**src/rtl/binning_pkg.sv**
```systemverilog
// rtl/binning_pkg.sv - shared constants, width helpers and types for the binned mask centroid
package binning_pkg;

  localparam int DEF_HRES = 320;
  localparam int DEF_VRES = 180;
  localparam int DEF_HW   = $clog2(DEF_HRES);
  localparam int DEF_VW   = $clog2(DEF_VRES);

  // Bits needed to count every pixel of an h x v frame, including the full count.
  function automatic int area_w(input int h, input int v);
    return $clog2(h * v + 1);
  endfunction

  // Bits needed for a coordinate sum over a full frame (also the divider width).
  function automatic int sum_w(input int h, input int v);
    int m;
    m = (h > v) ? h : v;
    return $clog2(h * v * m);
  endfunction

  typedef struct packed {
    logic [DEF_HW-1:0] x_min;
    logic [DEF_HW-1:0] x_max;
    logic [DEF_VW-1:0] y_min;
    logic [DEF_VW-1:0] y_max;
  } bbox_t;

  typedef enum logic {
    IDLE_ACC,
    DIVIDE
  } state_t;

endpackage

```
**src/rtl/seq_divider.sv**
```systemverilog
// rtl/seq_divider.sv - restoring unsigned divider, one quotient bit per cycle
// Ports:
//   clk_in, rst_in     clock, synchronous active-high reset
//   start              load dividend/divisor and begin (ignored until previous run is irrelevant)
//   dividend, divisor  WIDTH-bit unsigned operands, sampled on start
//   quotient           low QWIDTH bits of the quotient, valid while done is high and after
//   done               one-cycle pulse exactly WIDTH cycles after start
module seq_divider #(
  parameter int WIDTH  = 8,
  parameter int QWIDTH = WIDTH
) (
  input  logic              clk_in,
  input  logic              rst_in,
  input  logic              start,
  input  logic [WIDTH-1:0]  dividend,
  input  logic [WIDTH-1:0]  divisor,
  output logic [QWIDTH-1:0] quotient,
  output logic              done
);

  localparam int CW = $clog2(WIDTH + 1);

  logic [WIDTH-1:0] rem;
  logic [WIDTH-1:0] quo;
  logic [WIDTH-1:0] dvs;
  logic [CW-1:0]    cnt;
  logic [WIDTH:0]   rem_shift;
  logic             sub_ok;

  // quo doubles as the dividend shift register: its MSB feeds the partial
  // remainder while quotient bits enter at the LSB.
  assign rem_shift = {rem, quo[WIDTH-1]};
  assign sub_ok    = (rem_shift >= {1'b0, dvs});
  assign quotient  = quo[QWIDTH-1:0];

  always_ff @(posedge clk_in) begin
    if (rst_in) begin
      rem  <= '0;
      quo  <= '0;
      dvs  <= '0;
      cnt  <= '0;
      done <= 1'b0;
    end else begin
      done <= 1'b0;
      if (start) begin
        rem <= '0;
        quo <= dividend;
        dvs <= divisor;
        cnt <= CW'(WIDTH);
      end else if (cnt != '0) begin
        // When subtracting, the true difference is below dvs, so WIDTH-bit
        // wraparound arithmetic yields the exact remainder.
        rem <= sub_ok ? (rem_shift[WIDTH-1:0] - dvs) : rem_shift[WIDTH-1:0];
        quo <= {quo[WIDTH-2:0], sub_ok};
        cnt <= cnt - CW'(1);
        if (cnt == CW'(1)) begin
          done <= 1'b1;
        end
      end
    end
  end

endmodule

```
**src/rtl/binned_mask_centroid.sv**
```systemverilog
// rtl/binned_mask_centroid.sv - per-frame area, bounding box and floor centroid of a binned mask
// Ports:
//   clk_in, rst_in                 clock, synchronous active-high reset
//   hcount_in, vcount_in           binned pixel coordinate
//   pixel_data_in, data_valid_in   mask bit and its qualifier
//   centroid_x_out/centroid_y_out  floor(sum/area) of the last published frame
//   area_out, bbox_out, found_out  set-pixel count, {x_min,x_max,y_min,y_max}, area != 0
//   result_valid_out               one-cycle pulse when the result outputs update
//   busy_out                       high while the dividers run
//   overrun_out                    one-cycle pulse when a frame result is dropped
module binned_mask_centroid
  import binning_pkg::*;
#(
  parameter  int HRES   = DEF_HRES,
  parameter  int VRES   = DEF_VRES,
  localparam int HWIDTH = $clog2(HRES),
  localparam int VWIDTH = $clog2(VRES),
  localparam int AREA_W = area_w(HRES, VRES),
  localparam int SUM_W  = sum_w(HRES, VRES)
) (
  input  logic                         clk_in,
  input  logic                         rst_in,
  input  logic [HWIDTH-1:0]            hcount_in,
  input  logic [VWIDTH-1:0]            vcount_in,
  input  logic                         pixel_data_in,
  input  logic                         data_valid_in,
  output logic [HWIDTH-1:0]            centroid_x_out,
  output logic [VWIDTH-1:0]            centroid_y_out,
  output logic [AREA_W-1:0]            area_out,
  output logic [2*HWIDTH+2*VWIDTH-1:0] bbox_out,
  output logic                         found_out,
  output logic                         result_valid_out,
  output logic                         busy_out,
  output logic                         overrun_out
);

  localparam logic [HWIDTH-1:0] H_LAST = HWIDTH'(HRES - 1);
  localparam logic [VWIDTH-1:0] V_LAST = VWIDTH'(VRES - 1);
  localparam bbox_t BBOX_RESET = '{x_min: H_LAST, x_max: '0, y_min: V_LAST, y_max: '0};

  state_t            state;
  logic              frame_end, frame_end_q, zero_pend, pix_hit;
  logic [AREA_W-1:0] area_acc, area_nxt, snap_area;
  logic [SUM_W-1:0]  sx_acc, sx_nxt, sy_acc, sy_nxt;
  bbox_t             bb_acc, bb_nxt, snap_bbox;
  logic              div_start, done_x, done_y;
  logic [HWIDTH-1:0] qx;
  logic [VWIDTH-1:0] qy;

  assign busy_out  = (state == DIVIDE);
  assign div_start = (state == IDLE_ACC) && frame_end_q && (area_acc != '0);

  // The cycle after a frame end, the accumulators restart from reset values
  // while still absorbing that cycle's pixel into the new frame.
  always_comb begin
    pix_hit   = data_valid_in && pixel_data_in && (hcount_in <= H_LAST) && (vcount_in <= V_LAST);
    frame_end = data_valid_in && (hcount_in == H_LAST) && (vcount_in == V_LAST);
    area_nxt  = frame_end_q ? '0 : area_acc;
    sx_nxt    = frame_end_q ? '0 : sx_acc;
    sy_nxt    = frame_end_q ? '0 : sy_acc;
    bb_nxt    = frame_end_q ? BBOX_RESET : bb_acc;
    if (pix_hit) begin
      area_nxt = area_nxt + AREA_W'(1);
      sx_nxt   = sx_nxt + SUM_W'(hcount_in);
      sy_nxt   = sy_nxt + SUM_W'(vcount_in);
      if (hcount_in < bb_nxt.x_min) bb_nxt.x_min = hcount_in;
      if (hcount_in > bb_nxt.x_max) bb_nxt.x_max = hcount_in;
      if (vcount_in < bb_nxt.y_min) bb_nxt.y_min = vcount_in;
      if (vcount_in > bb_nxt.y_max) bb_nxt.y_max = vcount_in;
    end
  end

  // Dividers read the live accumulators on start; they are cleared on the
  // same edge, so the operands are captured inside the dividers.
  seq_divider #(.WIDTH(SUM_W), .QWIDTH(HWIDTH)) u_div_x (
    .clk_in   (clk_in),
    .rst_in   (rst_in),
    .start    (div_start),
    .dividend (sx_acc),
    .divisor  (SUM_W'(area_acc)),
    .quotient (qx),
    .done     (done_x)
  );

  seq_divider #(.WIDTH(SUM_W), .QWIDTH(VWIDTH)) u_div_y (
    .clk_in   (clk_in),
    .rst_in   (rst_in),
    .start    (div_start),
    .dividend (sy_acc),
    .divisor  (SUM_W'(area_acc)),
    .quotient (qy),
    .done     (done_y)
  );

  always_ff @(posedge clk_in) begin
    if (rst_in) begin
      state            <= IDLE_ACC;
      frame_end_q      <= 1'b0;
      zero_pend        <= 1'b0;
      area_acc         <= '0;
      sx_acc           <= '0;
      sy_acc           <= '0;
      bb_acc           <= BBOX_RESET;
      snap_area        <= '0;
      snap_bbox        <= BBOX_RESET;
      centroid_x_out   <= '0;
      centroid_y_out   <= '0;
      area_out         <= '0;
      bbox_out         <= '0;
      found_out        <= 1'b0;
      result_valid_out <= 1'b0;
      overrun_out      <= 1'b0;
    end else begin
      frame_end_q      <= frame_end;
      area_acc         <= area_nxt;
      sx_acc           <= sx_nxt;
      sy_acc           <= sy_nxt;
      bb_acc           <= bb_nxt;
      result_valid_out <= 1'b0;
      overrun_out      <= 1'b0;
      zero_pend        <= 1'b0;

      // Empty frame: publish one cycle after the snapshot, no divide needed.
      if (zero_pend) begin
        centroid_x_out   <= '0;
        centroid_y_out   <= '0;
        area_out         <= '0;
        bbox_out         <= BBOX_RESET;
        found_out        <= 1'b0;
        result_valid_out <= 1'b1;
      end

      case (state)
        IDLE_ACC: begin
          if (frame_end_q) begin
            if (area_acc != '0) begin
              state     <= DIVIDE;
              snap_area <= area_acc;
              snap_bbox <= bb_acc;
            end else begin
              zero_pend <= 1'b1;
            end
          end
        end
        DIVIDE: begin
          if (frame_end_q) begin
            overrun_out <= 1'b1;
          end
          if (done_x && done_y) begin
            state            <= IDLE_ACC;
            centroid_x_out   <= qx;
            centroid_y_out   <= qy;
            area_out         <= snap_area;
            bbox_out         <= snap_bbox;
            found_out        <= 1'b1;
            result_valid_out <= 1'b1;
          end
        end
        default: state <= IDLE_ACC;
      endcase
    end
  end

endmodule
```
**config.mk**
```make
export PLATFORM = sky130hd
export DESIGN_NAME = binned_mask_centroid
export DESIGN_NICKNAME = d
export VERILOG_FILES = /design/src/rtl/binning_pkg.sv /design/src/rtl/seq_divider.sv /design/src/rtl/binned_mask_centroid.sv
export SDC_FILE = /design/constraint.sdc
export NUM_CORES = 1
export LEC_CHECK = 0
export ABC_CLOCK_PERIOD_IN_PS = 4850
export CAP_MARGIN = 0
export CORE_MARGIN = 1
export CORE_UTILIZATION = 30
export DETAILED_ROUTE_END_ITERATION = 10
export PLACE_DENSITY = 0.48
export RECOVER_POWER = 50
export SLEW_MARGIN = 10
export SYNTH_ARGS = -nofsm -noshare
export SYNTH_HDL_FRONTEND = slang
export SYNTH_SLANG_ARGS = --single-unit
export TNS_END_PERCENT = 50
```
**constraint.sdc**
```tcl
create_clock -name clk_in -period 4.85 [get_ports clk_in]
set_clock_uncertainty 0.15 [all_clocks]
set_input_delay 1.2125 -clock clk_in [delete_from_list [all_inputs] [get_ports clk_in]]
set_output_delay 1.2125 -clock clk_in [all_outputs]
set_load 0.05 [all_outputs]
```
* Word-level counts from Yosys, hierarchy flattened
Cells that the tools add are included.
Word-level totals: word-level logic and storage cells 123, output and inout bits 71, bits of input ports 21, flip-flop bits (word level) 351
Operators by class: bitwise logic cells 4, mux-type cells 48, $lt $le $gt $ge 8, equality and inequality tests 4, reductions and logical operators 19, add/sub/neg operators 7
Operators with widths (count):
- two-way mux 25 bit | 10
- two-way mux 34 bit | 5
- two-way mux 16 bit | 5
- >= comparator 26 x 16 -> 1 bit | 2
- subtractor 25 x 16 -> 25 bit | 2
- two-way mux 9 bit | 5
- two-way mux 8 bit | 5
- adder 25 x 8 -> 25 bit | 1
- adder 25 x 9 -> 25 bit | 1
- two-way mux 5 bit | 4
- adder 16 x 1 -> 16 bit, second input constant | 1
- nonzero test 16 bit | 1
- two-way mux 1 bit | 13
- equality test 5 x 1 -> 1 bit, second input constant | 2
- nonzero test 5 bit | 2
- subtractor 5 x 1 -> 5 bit, second input constant | 2
- equality test 9 bit, second input constant | 1
- greater-than comparator 9 bit | 1
- <= comparator 9 bit, second input constant | 1
- less-than comparator 9 bit | 1
- OR reduction 3 bit | 3
- equality test 8 bit, second input constant | 1
- greater-than comparator 8 bit | 1
- <= comparator 8 bit, second input constant | 1
- 7 further kinds | 19

* Longest topological paths before layout
Gate-level depths: netlist of the first run.
depth in word-level cells 4, depth in mapped cells 15, mapped depth without buffers 12

* Modules after synthesis
Synthesis of the first run repeated with hierarchy kept, for this count alone.
Unflattened totals: cell total of the unflattened synthesis 2590, area, all modules 20505.9 um2
Modules (own cells, without submodules):
- binned_mask_centroid | area each 10705.3 um2, seq. area each 4464.3 um2, cells each 1319, instances 1
- seq_divider at u_div_y | area each 5001.0 um2, seq. area each 1621.6 um2, cells each 649, instances 1
- seq_divider at u_div_x | area each 4799.6 um2, seq. area each 1621.6 um2, cells each 622, instances 1

* Worst setup path before layout of the first run
OpenSTA, ideal clock, no wires.
path type reg2reg, start register frame_end_q, end register sx_acc[12], required time 4.572 ns, cell stages (with the launch flop) 16, setup slack 0.998 ns, arrival 3.575 ns, buffers on the path 4, setup time 0.128 ns, clock period less this slack 3.852 ns, cells stage by stage dfxtp_1 -> clkbuf_1 -> clkbuf_1 -> clkbuf_1 -> clkbuf_1 -> nor2b_1 -> ha_1 -> fa_1 -> a21o_1 -> a21oi_1 -> o21ai_0 -> o211a_1 -> o41ai_1 -> or4_1 -> xor2_1 -> nor2_1
On the way: cells in the longest elaborated chain, start to end 3
RTL lines:
- from (decl) | RTL line binned_mask_centroid.sv:42 | logic frame_end, frame_end_q, zero_pend, pix_hit;
- from (signal assigned) | RTL line binned_mask_centroid.sv:114 | frame_end_q <= frame_end;
- two-way mux 25 bit (*) | RTL line binned_mask_centroid.sv:59 | sx_nxt = frame_end_q ? '0 : sx_acc;
- adder 25 x 9 -> 25 bit | RTL line binned_mask_centroid.sv:64 | sx_nxt = sx_nxt + SUM_W'(hcount_in);
- two-way mux 25 bit (*) | RTL line binned_mask_centroid.sv:62 | if (pix_hit) begin
- to (signal assigned) | RTL line binned_mask_centroid.sv:116 | sx_acc <= sx_nxt;
- to (decl) | RTL line binned_mask_centroid.sv:44 | logic [SUM_W-1:0] sx_acc, sx_nxt, sy_acc, sy_nxt;
Every way passes the cells marked *; elsewhere a longest branch is shown, timed or not. A chain may end at the register's enable or synchronous reset.

* Worst setup path after layout of the first run
start input port vcount_in[6], end register sy_acc[12]
On the way: cells in the longest elaborated chain, start to end 3, elaborated cells between the ends (all ways) 4, classes of those cells 1 x add/sub; 1 x order compare; 1 x mux; 1 x reduce/logical
RTL lines:
- from (decl) | RTL line binned_mask_centroid.sv:24 | input logic [VWIDTH-1:0] vcount_in,
- branches (longest 2 deep; another with adder 25 x 8 -> 25 bit)
- two-way mux 25 bit (*) | RTL line binned_mask_centroid.sv:62
- to (signal assigned) | RTL line binned_mask_centroid.sv:117 | sy_acc <= sy_nxt;
- to (decl) | RTL line binned_mask_centroid.sv:44
Mark *: on every way between the ends.

==> metrics.md, run 1 <==
| Metric | Value |
|---|---|
| Top cells by count, synth | `nand2_1 (351), dfxtp_1 (335), nor2_1 (216), a21oi_1 (191), clkbuf_1 (125)` |
| R2R depth | `4` |
| Post-synth EDFFs | `0` |
| Slew headroom | `-0.475` |
| Die area | `~0.057 sq mm` |
| Area growth syn-to-layout | `17.5%` |
| CP Max Fanout | `19` |
| CTS root buffer | `clkbuf_16` |
| Worst-Skew Late Latency | `about 0.57 ns` |
| Worst r2r dst | `bbox_out[3]$_SDFF_PP0_` |
| Worst Path Required | `5.12 ns` |
| Yosys top cell by area | `dfxtp_1` |
| CTS resizes | `0` |
| Most used cell, CP | `clkbuf_1` |
| First-pass GRT wire length | `78400 um` |
| Total gr overflow | `0` |
| Maximum VDD drop | `around 0.00028 V` |
| Post-synthesis net count | `approximately 2200` |
| Distinct cells, synth | `between 60 and 70` |
| Cell family with most CP delay | `buffers and inverters` |
| R2r setup slk | `approximately 0.88 ns` |
| Slew Viols, Final | `approximately 230` |
| Initial DRT Pass Iterations | `5` |
| Core area | `~0.055 sq mm` |
| Crit-path cells | `dlygate4sd3_1, nand4b_1, o2111ai_1, clkbuf_1, clkbuf_1, nor3_1, xnor2_1, nor2_1` |
| Max_cap viols | `2` |
| Setup tns final | `0 ns` |
| CP endpoint kind | `flop` |
| Initial Util | `0.305` |
| CTS tree | `yes` |
| RSZ-0062 raised after global routing | `false` |
| Top-Level Pins | `just over 90` |
| Slew @ Worst Pin | `around 2.2 ns` |
| Buf/Inv on CP | `3` |
| Setup Viol. Count Final | `0` |
| Clock Path Buffers | `3` |
| Hold buffers post-CTS | `0` |
| Tcrit/Tclk final | `0.835` |
| Slowest stage cell on the critical path | `clkbuf_1` |
| CTS Buf Count | `40` |
| Pwr per Cell Area | `474 mW/mm^2` |
| Failing checks | `capacitance limit, slew limit` |
| Hold Path Depth | `2` |
| Total global-route track usage | `0.171` |
| Initial antenna violation count | `1` |
| Critical Path Max Stage Delay | `between 0.7 and 0.8 ns` |
| Status | `complete, but fails checks` |
| Share of flip-flops with an asynchronous set or reset | `0` |
| HP Class | `reg -> reg` |
| Crit path time final | `4.05 ns` |
| Row count | `between 80 and 90` |
| Post-synthesis sequential area ratio | `0.397` |
| Post-CTS setup buffers | `0` |
| H-Tree Depth | `2` |
| Worst Path Arrival | `approximately 4.3 ns` |
| Die Width | `239 um` |
| DP HPWL | `around 34000 um` |
| DR vias/cell | `roughly 5.1` |
| Sequential cell area | `approximately 0.0067 sq mm` |
| Nets | `approximately 2200` |
| Max frequency | `approximately 0.25 GHz` |
| Top-count cell post-synth | `nand2_1` |
| Yosys top cell area share | `0.397` |
| Startpoint Class | `primary input` |
| Seq cells post-synth | `335` |
| Avg Inst Size Synth | `about 8 sq um` |
| Vias in the first global route | `between 10000 and 15000` |
| Buffers added on ports | `slightly above 90` |
| Vias | `about 15000` |
| Largest net degree at the start of global routing | `around 180` |
| Critical R2R Launch | `busy_out$_SDFF_PP0_` |
| DRC viols | `0` |
| Layout cells sized above 1 | `0.0604` |
| Final wirelength | `48700 um` |
| Worst hold slack | `between 0.2 and 0.3 ns` |
| Stages on the worst setup path | `8` |
| CP Class | `in -> reg` |
| Most used DFF post-synth | `dfxtp_1` |
| Synth top area cells | `dfxtp_1 (40%), nand2_1 (7.8%), ha_1 (6.5%)` |
| Pleak | `approximately 7.4 nW` |
| Synth Cell Area | `roughly 0.017 sq mm` |
| ANT cells | `0` |
| DRT antenna net count | `0` |
| Setup crit end | `sy_acc[12]$_SDFF_PP0_` |
| Fillers | `between 5000 and 6000` |
| Synth Warn # | `0` |
| Drt wl/cell | `between 15 and 20 um` |
| Final Hold Violating Endpoints | `0` |
| RD Place Congestion | `between 0.8 and 0.9` |
| CTS clk-pin slew, worst paths | `about 0.060 ns` |
| Critical Path Source | `vcount_in[6]` |
| TritonCTS Sinks | `335` |
| Die Height | `between 200 and 250 um` |
| Cells after Synth | `between 2000 and 2500` |
| Area of the multi-input gates | `between 0.009 and 0.01 sq mm` |
| 1st-iter DRT viols | `940` |
[how the worst min path moves through the flow]
stage | from | end
floorplan | bb_acc[0]$_SDFF_PP0_ | snap_bbox[0]$_SDFFE_PP0P_
finish | snap_bbox[6]$_SDFFE_PP0P_ | bbox_out[6]$_SDFF_PP0_
detailed placement | snap_bbox[20]$_SDFFE_PP0P_ | snap_bbox[20]$_SDFFE_PP0P_
global route | snap_bbox[20]$_SDFFE_PP0P_ | snap_bbox[20]$_SDFFE_PP0P_
CTS | snap_bbox[6]$_SDFFE_PP0P_ | bbox_out[6]$_SDFF_PP0_
global placement | bb_acc[1]$_SDFF_PP0_ | snap_bbox[1]$_SDFFE_PP0P_
[cell families (layout without fill, tap and decap cells)]
kind of cell             count (synthesis)  count (layout)  share of synthesized area
XOR/XNOR                                95              95                     0.0492
AO/OA/AOI/OAI                          433             433                      0.165
adder cells (fa/ha/maj)                 92              92                     0.0698
buffers and inverters                  186             242                     0.0419
flip-flops                             335             335                      0.397
AND/OR/NAND/NOR                        927             927                      0.260
multiplexers                            27              27                     0.0171
[worst min-delay path, delay by kind of cell, from the launching register on]
kind | cells | cell delay, ns
DFF | 1 | 0.31
and+or+nand+nor | 1 | 0.05
AOI/OAI and AO/OA | 1 | 0.05
[layout by cell type (no fill, tap or decap), drive strengths merged, types with 53 or more instances in the layout]
| cell type | count |
|---|---|
| a311oi | 55 |
| nor3 | 73 |
| xnor2 | 69 |
| nand3b | 73 |
| a21oi | 191 |
| nor2 | 217 |
| clkbuf | 61 |
| o21ai | 66 |
| inv | 53 |
| ha | 88 |
| dfxtp | 335 |
| nand2 | 351 |
[metal layers]
layer  global-route usage  routed length [um]  vias to the layer above
met4               0.0528                1180                        0
li1                     -                   -                     7352
met5                    0                   0                        -
met3               0.0277                1910                       75
met1                0.228               23300                     7052
met2                0.281               22300                      237
[cell type report]
cell class	instances	share of cell area
clock inverter	16	0.0123
timing repair buffer	121	0.0571
tap	748	0.0471
clock buffer	54	0.0561
inverter	51	0.00964
multi-input combinational	1574	0.480
sequential	335	0.338
[state kept, by name (all words and copies together) (netlist names), 8 cells and up]
name	cells
bbox_out	34
u_div_x.rem	25
sy_acc	25
sx_acc	25
snap_area	16
centroid_y_out	8
u_div_y.rem	25
centroid_x_out	9
snap_bbox	34
bb_acc	34
u_div_x.quo	25
area_acc	16
u_div_y.quo	25
area_out	16
[through the flow]
| stage | area, sq um | cells | utilization | setup slack (ns) | total power [W] |
|---|---|---|---|---|---|
| final | 19900 | 2899 | 0.358 | 0.800 | 0.00941 |
| after global routing | 19900 | 2899 | 0.358 | 0.353 | 0.0100 |
| after CTS | 19900 | 2899 | 0.359 | 0.887 | 0.00954 |
| after detailed placement | 18500 | 2829 | 0.335 | 0.646 | 0.00634 |
| after global placement | 18500 | 2829 | 0.335 | 0.610 | 0.00630 |
| after floorplan | 16900 | 2095 | - | 0.998 | 0.00565 |
[where the power goes]
| part | internal [W] | switching [W] | total [W] |
|---|---|---|---|
| Combinational | 0.00122 | 0.00187 | 0.00308 |
| Clock | 0.00189 | 0.00125 | 0.00314 |
| Sequential | 0.00299 | 0.000202 | 0.00319 |
| Total | 0.00610 | 0.00332 | 0.00941 |
Note: power is estimated with default switching activity, not from simulation.
==> run 2: changes to the inputs <==
--- a/config.mk
+++ b/config.mk
@@ -5,7 +5,7 @@
 export SDC_FILE = /design/constraint.sdc
 export NUM_CORES = 1
 export LEC_CHECK = 0
-export ABC_CLOCK_PERIOD_IN_PS = 4850
+export ABC_CLOCK_PERIOD_IN_PS = 3800
 export CAP_MARGIN = 0
 export CORE_MARGIN = 1
 export CORE_UTILIZATION = 30
==> constraint.sdc (replaced) <==
create_clock -name clk_in -period 3.8 [get_ports clk_in]
set_clock_uncertainty 0.15 [all_clocks]
set_input_delay 0.95 -clock clk_in [delete_from_list [all_inputs] [get_ports clk_in]]
set_output_delay 0.95 -clock clk_in [all_outputs]
set_load 0.05 [all_outputs]
==> run 2 against run 1 <==
  * Final area rose by 1.0%
  * First-iteration DRC count is 31% lower
  * Largest cell class unchanged
  * Largest power group unchanged
  * Sequential power rose by 28%
  * Die area stayed put
  * Worst hold slack better by 0.0049 ns
  * Global-route usage shrank 0.90 points
  * Sequential cell count unchanged
  * Register-to-register slack worse by 0.66 ns
  * The flow still finishes with violations (capacitance limit, slew limit)
==> metrics.md, run 2 (same netlist as run 1, synthesis figures left out) <==
| Metric | Value |
|---|---|
| Clock Path Buffers | `3 (unchanged)` |
| Hold buffers post-CTS | `0 (unchanged)` |
| Nets | `2265 (+1.3%)` |
| Vias | `14700 (-0.095%)` |
| CP Class | `reg -> reg` |
| Slew @ Worst Pin | `1.81 ns (-0.402 ns)` |
| Pwr per Cell Area | `597 mW/mm^2 (+26%)` |
| Post-CTS setup buffers | `0 (unchanged)` |
| Failing checks | `capacitance limit, slew limit` |
| Initial antenna violation count | `0 (-1)` |
| CTS tree | `yes` |
| Total gr overflow | `0 (unchanged)` |
| CTS resizes | `0 (unchanged)` |
| Highest metal used | `met4` |
| Setup Viol. Count Final | `0 (unchanged)` |
| Die Height | `239 um (unchanged)` |
| Critical R2R Launch | `snap_area[0]$_SDFFE_PP0P_` |
| Met3 Routed Length | `1840 um (-3.7%)` |
| 1st-iter DRT viols | `653 (-31%)` |
| Final Hold Violating Endpoints | `0 (unchanged)` |
| Maximum VDD drop | `0.000320 V (+14%)` |
| Row count | `86 (unchanged)` |
| Worst-Skew Late Latency | `0.58 ns (about the same)` |
| Core area | `0.0554 sq mm (unchanged)` |
| Hold path start | `bb_acc[22]$_SDFF_PP0_` |
| Layout cells sized above 1 | `0.0683 (+0.00788)` |
| Top flop regs | `bb_acc (34), bbox_out (34), snap_bbox (34)` |
| Total global-route track usage | `0.162 (-0.00895)` |
| Drt wl/cell | `15.8 um (-6.0%)` |
| Commonest cells after routing, fill and taps aside | `nand2_1 (351), dfxtp_1 (334), nor2_1 (216)` |
| Area growth syn-to-layout | `18.7%` |
| Clock power share | `0.328 (-0.005)` |
| R2r setup slk | `0.22 ns (-0.66 ns)` |
| CTS root buffer | `clkbuf_16` |
| Hold Path Depth | `2 (unchanged)` |
| DR vias/cell | `5.02 (-1.1%)` |
| Net Sw Frac | `0.350 (-0.00203)` |
| Worst Path Arrival | `3.85 ns (-0.47 ns)` |
| Initial DRT Pass Iterations | `5 (unchanged)` |
| Crit path time final | `around 3.6 ns` |
| R2R depth | `13 (+9)` |
| Vias in the first global route | `14300 (+0.29%)` |
| Top-Level Pins | `92 (unchanged)` |
| Dpl ws | `-0.0321 ns (-0.678 ns)` |
| Sequential share of power | `0.341 (+0.002)` |
| Final core occ | `0.362 (+0.00370)` |
| Startpoint Class | `flop` |
| H-Tree Depth | `2 (unchanged)` |
| Setup ws final | `0.217 ns (-0.583 ns)` |
| DRT antenna net count | `0 (unchanged)` |
| CP endpoint kind | `flop` |
| Die Width | `239 um (unchanged)` |
| First-pass GRT wire length | `75300 um (-3.9%)` |
| Pleak | `7.35 nW (-0.52%)` |
| RSZ-0062 raised after global routing | `false` |
| HP Class | `reg -> reg` |
| Die area | `0.0573 sq mm (unchanged)` |
| Worst Path Required | `4.07 ns (-1.05 ns)` |
| RD Place Congestion | `0.823 (-5.1%)` |
| Commonest non-fill, non-tap cell in the layout | `nand2_1` |
| Design area | `0.0201 sq mm (+1.0%)` |
| Worst r2r dst | `u_div_y.rem[23]$_SDFFE_PP0P_` |
| CTS clk-pin slew, worst paths | `0.06 ns (about the same)` |
| Internal power | `0.00778 W (+28%)` |
| Wl on met1 | `21600 um (-7.2%)` |
| CP Max Fanout | `5 (-14)` |
| Max_cap viols | `3 (+1)` |
| DP HPWL | `32500 um (-2.9%)` |
| Max frequency | `~0.28 GHz` |
| Met2 WL | `21800 um (-2.5%)` |
| Psw | `0.00419 W (+26%)` |
| Tcrit/Tclk final | `0.943` |
| Hold-critical path endpoint | `snap_bbox[22]$_SDFFE_PP0P_` |
| TritonCTS Sinks | `335 (unchanged)` |
| ANT cells | `0 (unchanged)` |
| DP Area | `0.0188 sq mm (+1.4%)` |
| Buffers added on ports | `91 (unchanged)` |
| DRC viols | `0 (unchanged)` |
| Status | `complete, but fails checks` |
| Combinational share of power | `0.332 (+0.004)` |
| Final wirelength | `46200 um (-5.0%)` |
| CTS Buf Count | `41 (+2.5%)` |
| Slew headroom | `-0.211 (+0.265)` |
| Initial Util | `0.305 (unchanged)` |
| Largest net degree at the start of global routing | `129 (-29%)` |
| Slew Viols, Final | `103 (-55%)` |
## run 2: changes by cell type in the layout (fill, tap and decap cells not counted), moves of 2 or more
cell             delta
bufinv_16           -2
nor4b_2             -2
nor4b_1             +2
clkbuf_2            +2
clkinv_2            +3
clkdlybuf4s50_1    +50
buf_12              +4
clkinv_4            -2
clkbuf_1            +7
buf_4              +18
dlygate4sd3_1      -50
## run 2: power by group through the flow
stage / Clock [W] / Sequential, W / Combinational [W]
floorplan: 0 / 0.00407 / 0.00314
global placement: 0 / 0.00415 / 0.00396
detailed placement: 0 / 0.00416 / 0.00398
CTS: 0.00405 / 0.00408 / 0.00401
global route: 0.00419 / 0.00412 / 0.00447
finish: 0.00392 / 0.00408 / 0.00397
## run 2: how the worst max path moves through the flow
stage / startpoint / slack (ns) / end / cells past startpoint
global placement: hcount_in[0] / -0.0009 / sx_acc[12]$_SDFF_PP0_ / 12
detailed placement: hcount_in[0] / -0.03 / sx_acc[12]$_SDFF_PP0_ / 12
finish: snap_area[0]$_SDFFE_PP0P_ / 0.22 / u_div_y.rem[23]$_SDFFE_PP0P_ / 13
global route: area_acc[7]$_SDFF_PP0_ / 0.05 / u_div_y.rem[1]$_SDFFE_PP0P_ / 7
floorplan: frame_end_q$_SDFF_PP0_ / 0.20 / sx_acc[12]$_SDFF_PP0_ / 15
CTS: snap_area[0]$_SDFFE_PP0P_ / 0.22 / u_div_y.rem[23]$_SDFFE_PP0P_ / 13
## run 2: stage by stage
step / TNS (ns) / total power [W] / cells / hold WS [ns]
2_1_floorplan: 0 / 0.00721 / 2095 / 0.277
3_3_place_gp: -0.000871 / 0.00810 / 2857 / 0.299
3_5_place_dp: -0.0321 / 0.00814 / 2857 / 0.299
4_1_cts: 0 / 0.0121 / 2929 / 0.307
5_1_grt: 0 / 0.0128 / 2929 / 0.320
6_report: 0 / 0.0120 / 2929 / 0.303
## run 2: worst max-delay path, cell delays in order, from the launching register on
cell and delay (ns):
dfxtp_1 0.45, ha_1 0.20, inv_1 0.05, fa_1 0.43, a211oi_1 0.33, o21bai_1 0.20, a221o_1 0.41, buf_4 0.18
a2111oi_4 0.38, buf_4 0.20, nor2_1 0.05, and3b_1 0.17, xnor2_1 0.14, a21oi_1 0.09
## run 2: area by class of cell
| type | count | area (sq um) |
|---|---|---|
| flip-flops and latches | 335 | 6710 |
| inverters | 51 | 191 |
| fillers | 5825 | 35300 |
| multi-input cells | 1574 | 9510 |
| well taps | 748 | 936 |
| clock buffers | 58 | 1160 |
| repair buffers | 149 | 1370 |
| clock inverters | 14 | 196 |
## run 2: metal layers
layer	global-route usage	vias up
met5	0	-
met3	0.0257	82
met4	0.0515	0
met1	0.210	6956
met2	0.273	260
li1	-	7404
==> run 3: changes to the inputs <==
--- a/config.mk
+++ b/config.mk
@@ -6,13 +6,13 @@
 export NUM_CORES = 1
 export LEC_CHECK = 0
 export ABC_CLOCK_PERIOD_IN_PS = 3800
-export CAP_MARGIN = 0
+export CAP_MARGIN = 20
 export CORE_MARGIN = 1
 export CORE_UTILIZATION = 30
 export DETAILED_ROUTE_END_ITERATION = 10
-export PLACE_DENSITY = 0.48
+export PLACE_DENSITY = 0.5
 export RECOVER_POWER = 50
-export SLEW_MARGIN = 10
+export SLEW_MARGIN = 0
 export SYNTH_ARGS = -nofsm -noshare
 export SYNTH_HDL_FRONTEND = slang
 export SYNTH_SLANG_ARGS = --single-unit
==> run 3 against run 2 <==
  * The run still ends with capacitance limit, slew limit left
  * Clock power rose by 5.1%
  * Power rose by 1.8%
  * Utilization rose by 0.074 points
  * Routed wire length rose by 1.2%
  * Worst setup slack improved by 0.082 ns
  * Clock-buffer cell count fell by 3
  * Maximum frequency rose by 2.3%
  * Final cell count fell by 0.20%
  * Die area did not move
  * Register-to-register slack improved by 0.08 ns
  * First-iteration DRC count rose by 21%
  * Critical path type unchanged
  * Highest routed layer unchanged
==> metrics.md, run 3 (same netlist as run 1, synthesis figures left out) <==
| Metric | Value |
|---|---|
| TritonCTS Sinks | `335 (unchanged)` |
| Largest net degree at the start of global routing | `125 (-3.1%)` |
| Pwr per Cell Area | `606 mW/mm^2 (+1.6%)` |
| Startpoint Class | `flop` |
| Setup Viol. Count Final | `0 (unchanged)` |
| Area of the multi-input gates | `0.00953 sq mm (+0.26%)` |
| DP Area | `0.0188 sq mm (-0.29%)` |
| Commonest non-fill, non-tap cell in the layout | `nand2_1` |
| Die Width | `239 um (unchanged)` |
| ANT cells | `0 (unchanged)` |
| RSZ-0062 raised after global routing | `false` |
| Setup tns final | `0 ns (unchanged)` |
| CTS tree | `yes` |
| Crit path time final | `3.50 ns (-0.0821 ns)` |
| CP Class | `reg -> reg` |
| CTS Buf Count | `41 (unchanged)` |
| Buffers added on ports | `91 (unchanged)` |
| Top-Level Pins | `92 (unchanged)` |
| Row count | `86 (unchanged)` |
| DRT antenna net count | `0 (unchanged)` |
| Design area | `0.0201 sq mm (+0.21%)` |
| Pleak | `7.35 nW (about the same)` |
| Total gr overflow | `0 (unchanged)` |
| CTS clk-pin slew, worst paths | `0.06 ns (about the same)` |
| Max frequency | `0.286 GHz (+2.3%)` |
| Status | `complete, but fails checks` |
| Nets | `2258 (-0.31%)` |
| Fillers | `5828 (+0.052%)` |
| Layout cells sized above 1 | `0.0699 (+0.00157)` |
| Max_cap viols | `2 (-1)` |
| Initial DRT Pass Iterations | `5 (unchanged)` |
| Slew headroom | `-0.293 (-0.0820)` |
| DP HPWL | `31900 um (-2.1%)` |
| Worst Path Arrival | `3.72 ns (-0.13 ns)` |
| Worst-Skew Late Latency | `0.57 ns (about the same)` |
| HP Class | `reg -> reg` |
| Core area | `0.0554 sq mm (unchanged)` |
| Die Height | `239 um (unchanged)` |
| 1st-iter DRT viols | `791 (+21%)` |
| H-Tree Depth | `2 (unchanged)` |
| Vias in the first global route | `14400 (+0.38%)` |
| Drt wl/cell | `16.0 um (+1.4%)` |
| Slew Viols, Final | `160 (+55%)` |
| Post-layout instance count excluding filler cells | `2923 (-0.20%)` |
| DR vias/cell | `5.01 (-0.20%)` |
| Hold buffers post-CTS | `0 (unchanged)` |
| Final wirelength | `46800 um (+1.2%)` |
| Initial antenna violation count | `0 (unchanged)` |
| Total global-route track usage | `0.165 (+0.00276)` |
| Post-CTS setup buffers | `0 (unchanged)` |
| RD Place Congestion | `0.846 (+2.8%)` |
| CTS resizes | `0 (unchanged)` |
| Dpl ws | `0.0323 ns (+0.0645 ns)` |
| Placed insts | `2850 (-0.25%)` |
| Maximum VDD drop | `0.000421 V (+31%)` |
| Worst Path Required | `4.02 ns (-0.05 ns)` |
| DRC viols | `0 (unchanged)` |
| Commonest cells after routing, fill and taps aside | `nand2_1 (351), dfxtp_1 (333), nor2_1 (216)` |
| Slew @ Worst Pin | `1.94 ns (+0.128 ns)` |
| First-pass GRT wire length | `76200 um (+1.1%)` |
| Total power | `0.0122 W (+1.8%)` |
| Initial Util | `0.305 (unchanged)` |
| CTS root buffer | `clkbuf_16` |
| Area growth syn-to-layout | `18.9%` |
| Failing checks | `capacitance limit, slew limit` |
| Die area | `0.0573 sq mm (unchanged)` |
| CP endpoint kind | `flop` |
| Sequential cell area | `0.00671 sq mm (about the same)` |
| Final Hold Violating Endpoints | `0 (unchanged)` |
| Vias | `14600 (-0.41%)` |
| Tcrit/Tclk final | `0.921 (-0.0216)` |
| Clock Path Buffers | `3 (unchanged)` |
| CP Max Fanout | `7 (+2)` |
| Top flop regs | `bb_acc (34), bbox_out (34), snap_bbox (34)` |
| Setup ws final | `0.299 ns (+0.0821 ns)` |
[run 3: final timing paths]
path | endpoint | slack (ns) | cells after the start | from
min | bbox_out[7]$_SDFF_PP0_ | 0.30 | 2 | snap_bbox[7]$_SDFFE_PP0P_
max reg2reg | u_div_y.quo[0]$_SDFFE_PP0P_ | 0.30 | 11 | snap_area[0]$_SDFFE_PP0P_
max | u_div_y.quo[0]$_SDFFE_PP0P_ | 0.30 | 11 | snap_area[0]$_SDFFE_PP0P_
min reg2reg | bbox_out[7]$_SDFF_PP0_ | 0.30 | 2 | snap_bbox[7]$_SDFFE_PP0P_
[run 3: area by class of cell]
cell class,instances,area share
well taps,748,0.0465
clock buffers,55,0.0567
flip-flops and latches,335,0.334
repair buffers,142,0.0658
multi-input cells,1574,0.474
clock inverters,18,0.0138
inverters,51,0.00952
[run 3: worst max-delay path, stage by stage (launching register included)]
cell	delay, ns
dfxtp_1	0.48
ha_1	0.21
inv_1	0.05
fa_1	0.42
a211oi_1	0.31
o21bai_1	0.18
a221o_1	0.45
a2111oi_4	0.50
buf_4	0.26
a211oi_1	0.09
a21oi_1	0.16
nor2_1	0.05
[run 3: power by group]
part | total (W) | internal (W) | switching (W)
Clock | 0.00412 | 0.00253 | 0.00160
Sequential | 0.00408 | 0.00382 | 0.000259
Combinational | 0.00399 | 0.00162 | 0.00237
[run 3: metrics by stage]
step,util,hold slack (ns)
after global routing,0.363,0.318
final,0.363,0.305
after floorplan,-,0.277
after detailed placement,0.338,0.300
after CTS,0.364,0.308
after global placement,0.338,0.292
[run 3: per-layer routing]
metal / global-route usage / up-vias / part of all wire / wire [um]
met5: 0 / - / 0 / 0
li1: - / 7388 / - / -
met1: 0.207 / 6941 / 0.46 / 21400
met2: 0.282 / 233 / 0.47 / 22100
met4: 0.0620 / 0 / 0.030 / 1420
met3: 0.0265 / 80 / 0.039 / 1830
